### config.mk
export PLATFORM = sky130hd
export DESIGN_NAME = fir_input_sequencer
export DESIGN_NICKNAME = d
export VERILOG_FILES = /design/src/rtl/fir_input_sequencer.sv
export SDC_FILE = /design/constraint.sdc
export NUM_CORES = 1
export LEC_CHECK = 0
export CAP_MARGIN = 20
export CORE_MARGIN = 2
export CORE_UTILIZATION = 35
export DETAILED_ROUTE_END_ITERATION = 10
export PLACE_DENSITY_LB_ADDON = 0.25
export SYNTH_ARGS = -nofsm -noshare
export SYNTH_HDL_FRONTEND = slang
export SYNTH_SLANG_ARGS = --single-unit
### constraint.sdc
create_clock -name clk -period 2.9 [get_ports clk]
set_input_delay 0.435 -clock clk [delete_from_list [all_inputs] [get_ports clk]]
set_output_delay 0.435 -clock clk [all_outputs]
set_load 0.01 [all_outputs]
### src/rtl/fir_input_sequencer.sv
// Sample feeder for the FIR core: buffers a valid/ready stream in a FIFO and issues one
// sample at a time, waiting for the core's outputValid, with a watchdog for a silent core.
module fir_input_sequencer #(
    parameter int InputWidth    = 16,
    parameter int FifoDepth     = 16,
    parameter int AddrWidth     = 4,
    parameter int TimeoutCycles = 256
) (
    input  logic                  clk,
    input  logic                  rst,
    input  logic                  s_valid,
    output logic                  s_ready,
    input  logic [InputWidth-1:0] s_data,
    input  logic                  flush,
    output logic                  inputValid,
    output logic [InputWidth-1:0] FIR_input,
    input  logic                  outputValid,
    output logic                  busy,
    output logic [AddrWidth:0]    fifo_count,
    output logic [31:0]           sample_count,
    output logic                  timeout
);
    localparam int WdogWidth = $clog2(TimeoutCycles);
    localparam logic [WdogWidth-1:0] WdogLast  = WdogWidth'(TimeoutCycles - 1);
    localparam logic [AddrWidth:0]   CountFull = (AddrWidth + 1)'(FifoDepth);

    typedef enum logic {
        IDLE = 1'b0,
        WAIT = 1'b1
    } state_e;

    state_e                state_q, state_d;
    logic [InputWidth-1:0] mem_q [FifoDepth];
    logic [AddrWidth-1:0]  wr_ptr_q, wr_ptr_d;
    logic [AddrWidth-1:0]  rd_ptr_q, rd_ptr_d;
    logic [AddrWidth:0]    count_q, count_d;
    logic                  iv_q, iv_d;
    logic [InputWidth-1:0] fir_q, fir_d;
    logic [31:0]           sc_q, sc_d;
    logic                  timeout_q, timeout_d;
    logic [WdogWidth-1:0]  wdog_q, wdog_d;
    logic                  push, pop;

    // Readiness depends only on the registered count, so a same-cycle pop never raises it.
    assign s_ready      = (count_q < CountFull);
    assign inputValid   = iv_q;
    assign FIR_input    = fir_q;
    assign busy         = (state_q == WAIT);
    assign fifo_count   = count_q;
    assign sample_count = sc_q;
    assign timeout      = timeout_q;

    always_comb begin
        state_d   = state_q;
        wr_ptr_d  = wr_ptr_q;
        rd_ptr_d  = rd_ptr_q;
        count_d   = count_q;
        iv_d      = 1'b0;
        fir_d     = fir_q;
        sc_d      = sc_q;
        timeout_d = timeout_q;
        wdog_d    = wdog_q;
        push      = 1'b0;
        pop       = 1'b0;
        if (flush) begin
            state_d  = IDLE;
            wr_ptr_d = '0;
            rd_ptr_d = '0;
            count_d  = '0;
            wdog_d   = '0;
        end else begin
            push = s_valid && s_ready;
            case (state_q)
                IDLE: pop = (count_q != '0);
                WAIT: begin
                    // The core's strobe is not trusted in the cycle the sample is presented.
                    if (outputValid && !iv_q) begin
                        if (count_q != '0) begin
                            pop = 1'b1;
                        end else begin
                            state_d = IDLE;
                        end
                    end else if (wdog_q == WdogLast) begin
                        timeout_d = 1'b1;
                        state_d   = IDLE;
                    end else begin
                        wdog_d = wdog_q + WdogWidth'(1);
                    end
                end
                default: state_d = IDLE;
            endcase
            if (pop) begin
                fir_d    = mem_q[rd_ptr_q];
                rd_ptr_d = rd_ptr_q + AddrWidth'(1);
                iv_d     = 1'b1;
                sc_d     = sc_q + 32'd1;
                wdog_d   = '0;
                state_d  = WAIT;
            end
            if (push) begin
                wr_ptr_d = wr_ptr_q + AddrWidth'(1);
            end
            count_d = count_q + (AddrWidth + 1)'(push) - (AddrWidth + 1)'(pop);
        end
    end

    always_ff @(posedge clk) begin
        if (push) begin
            mem_q[wr_ptr_q] <= s_data;
        end
    end

    always_ff @(posedge clk or negedge rst) begin
        if (!rst) begin
            state_q   <= IDLE;
            wr_ptr_q  <= '0;
            rd_ptr_q  <= '0;
            count_q   <= '0;
            iv_q      <= 1'b0;
            fir_q     <= '0;
            sc_q      <= '0;
            timeout_q <= 1'b0;
            wdog_q    <= '0;
        end else begin
            state_q   <= state_d;
            wr_ptr_q  <= wr_ptr_d;
            rd_ptr_q  <= rd_ptr_d;
            count_q   <= count_d;
            iv_q      <= iv_d;
            fir_q     <= fir_d;
            sc_q      <= sc_d;
            timeout_q <= timeout_d;
            wdog_q    <= wdog_d;
        end
    end
endmodule
==> results.cfg <==
[power_and_ir_drop]
ir_drop_mv = 0.421
p_per_area_mw_per_mm2 = 802
p_sw_frac = 0.269
p_int_uw = 9280
p_sw_uw = 3420
pwr-share-clk = 0.335
combinationalPowerShare = 0.219
leakage_uw = 0.00539
seqPwrFrac = 0.446

[clock_network]
htree_levels = 2
cts_buffers = 36
cts_root_buffer = clkbuf_16
ctsHoldBuffers = 0
cts_resized = 0
post_cts_buffers = 0
clock_latency_ns = 0.53
clk_pin_slew_ns = 0.06
cts_tree = built
cts.path.max_buffers = 3
clkSinkCount = 328

[placed_design]
routabilityCongestion = 0.774
dp_hpwl_um = 17100
port_buffers = 77
dp_worst_setup_slack_ns = 0.275

[global_route]
antenna_found_initial = 1
overflow = 0
grt_usage = 0.149
grt_pass1_wl_um = 43200
grt_start_max_net_pins = 61
grt_pass1_vias = 7024

[hold_path]
hp-class = in2async

[critical_path]
worstSetupStartpoint = fifo_count[2]
required_ns = 3.34
end_kind = register
path_max_fanout = 4
arrival_ns = 2.91
critPathLaunchType = register
crit_type = reg2reg
r2r_cells = 14
rr_startpoint = fifo_count[2]
r2r-end = fifo_count[4]
rrSetupSlack_ns = 0.43

[detailed_routing]
drc = 0
drt-total-wl_um = 27900
wl_per_cell_um = 21.0
first_pass_iters = 4
drtIter0Drc = 451
final_antenna_net_count = 0
vias = 6728
routed_via_density = 5.07

[synthesis]
synthFlopType = edfxtp_1
synth_cell_types = 48
yosys_warnings = 0
netlist_area_mm2 = 0.0130
synth_area_per_cell_um2 = 18.4
ys_ff_latch = 328
synthArstFlopShare = 0.220
synth_cells = 708
syn_nets = 742
synth-edff-count = 256
yosysSeqAreaShare = 0.727

[sta]
fmax_mhz = 406
worst_slew_pin_slew_ns = 0.827
skew_ns = 0.0158
hold_violations = 0
slew-limit-headroom = 0.449
setup_viol = 0
tns_ns = 0
grt_setup_unrepaired = false
finalCritPeriodShare = 0.850
report.final.slew_viol_count = 0
period_needed_ns = 2.47
setup_ws_ns = 0.435

[cells_and_area]
antenna_cells = 0
fillerInstances = 3226
seqCellArea_mm2 = 0.00949
drive_gt1_frac = 0.232
fin_nets = 866
multiInputGateArea_mm2 = 0.00340
area_growth_pct = 21.3

[outcome]
status = finished clean

[die]
num_rows = 70
coreArea_mm2 = 0.0367
fp.dieW_um = 197
die-area_mm2 = 0.0388
die_h_um = 197
initial_core_util = 0.356
num_io_pins = 78

[run]
max_cap_viol_count = 0
## critical path, cell delays in order, from the launching register on
cell and delay [ns]:
dfrtp_1 0.39, inv_1 0.09, ha_1 0.15, nor4b_4 0.37, a21oi_2 0.06, nand2_1 0.12, nand2_1 0.06, ha_1 0.19
inv_1 0.07, fa_1 0.20, inv_1 0.05, a21oi_1 0.11, nor2_1 0.06, or3_1 0.34, a21oi_1 0.14
## metal layers
metal  up-vias  GRT usage  routed length [um]  part of all wire
met5         -          0                  13           0.00047
met4         2     0.0423                 579             0.021
met3        48     0.0297                1580             0.057
met2       161      0.231               12700              0.46
met1      3483      0.215               13000              0.47
li1       3034          -                   -                 -
## kinds of logic (layout without fill, tap and decap cells)
logic type	count (synthesis)	after routing	synth area share
DFF	328	328	0.727
muxes	82	82	0.126
xor gates and xnor gates	46	46	0.0309
AOI/OAI and AO/OA	63	63	0.0307
buffers and inverters	42	193	0.0163
and+or+nand+nor	134	134	0.0558
adders and majority gates	13	13	0.0130
## sequential cells by signal (all words and copies together) (netlist names)
signal / count
rd_ptr_q: 4
busy: 1
inputValid: 1
wdog_q: 8
wr_ptr_q: 4
fifo_count: 5
sample_count: 32
mem_q: 256
timeout: 1
FIR_input: 16
## layout by cell type (no fill, tap or decap), types with 3 or more instances in the layout
cell and count:
o22ai_1 29, and3_1 10, nand4_1 16, dfrtp_1 70
buf_4 31, buf_12 10, nand2_1 28, nand2b_1 4
xnor2_1 24, clkbuf_8 3, nor2_1 28, clkbuf_1 17
edfxtp_1 256, clkdlybuf4s50_1 76, clkinv_1 3, nor2b_1 3
nor2_2 12, and4_1 3, mux2_2 16, inv_1 11
ha_1 12, o22ai_2 3, clkbuf_16 37, xor2_1 22
nand3_1 10, mux4_2 64, a21oi_1 22, nor3_2 6
## synthesized netlist by cell type, types with 2 or more instances
| cell type | count | share of area |
|---|---|---|
| a21o_1 | 2 | 0.0012 |
| a21oi_1 | 22 | 0.0084 |
| and3_1 | 10 | 0.0048 |
| and4_1 | 3 | 0.0020 |
| buf_1 | 3 | 0.00086 |
| buf_2 | 8 | 0.0031 |
| buf_4 | 7 | 0.0040 |
| clkbuf_1 | 11 | 0.0032 |
| dfrtp_1 | 72 | 0.14 |
| edfxtp_1 | 256 | 0.59 |
| ha_1 | 12 | 0.012 |
| inv_1 | 11 | 0.0032 |
| mux2_2 | 16 | 0.014 |
| mux4_2 | 64 | 0.11 |
| nand2_1 | 28 | 0.0081 |
| nand2b_1 | 4 | 0.0019 |
| nand3_1 | 10 | 0.0038 |
| nand4_1 | 16 | 0.0077 |
| nor2_1 | 40 | 0.012 |
| nor2b_1 | 3 | 0.0014 |
| nor3_1 | 5 | 0.0019 |
| nor3_2 | 2 | 0.0015 |
| nor4_1 | 2 | 0.00096 |
| o21ai_0 | 2 | 0.00077 |
| o22ai_1 | 29 | 0.014 |
| o22ai_2 | 3 | 0.0029 |
| or3_1 | 2 | 0.00096 |
| xnor2_1 | 24 | 0.016 |
| xor2_1 | 22 | 0.015 |
## power by group through the flow
stage	Combinational [uW]	Clock, uW	Sequential, uW
finish	2780	4250	5670
global route	3060	4560	5710
CTS	2840	4360	5680
detailed placement	2830	0	5770
global placement	2820	0	5770
floorplan	1810	0	5700
## layout make-up
type	count	share of cell area
Timing Repair Buffer	117	0.0754
Inverter	11	0.00261
Tap cell	468	0.0370
Clock buffer	57	0.0651
Multi-Input combinational cell	338	0.215
Clock inverter	8	0.00498
Sequential cell	328	0.600
## how the worst max path moves through the flow
stage / to / slack, ns / depth (start not counted)
2_1_floorplan: mem_q[0][0] / 0.38 / 5
4_1_cts: fifo_count[4] / 0.41 / 14
3_5_place_dp: fifo_count[4] / 0.28 / 13
5_1_grt: fifo_count[4] / 0.15 / 14
3_3_place_gp: fifo_count[4] / 0.31 / 13
6_report: fifo_count[4] / 0.43 / 14
## per-stage QoR
| step | utilization | hold slack, ns | power [uW] | area (um2) | std cells |
|---|---|---|---|---|---|
| 2_1_floorplan | - | 0.139 | 7510 | 13000 | 708 |
| 3_3_place_gp | 0.401 | 0.449 | 8590 | 14700 | 1262 |
| 3_5_place_dp | 0.401 | 0.455 | 8600 | 14700 | 1262 |
| 4_1_cts | 0.431 | 0.0499 | 12900 | 15800 | 1327 |
| 5_1_grt | 0.431 | 0.0832 | 13300 | 15800 | 1327 |
| 6_report | 0.431 | 0.00642 | 12700 | 15800 | 1327 |
Power figures use the tool's default switching activity.
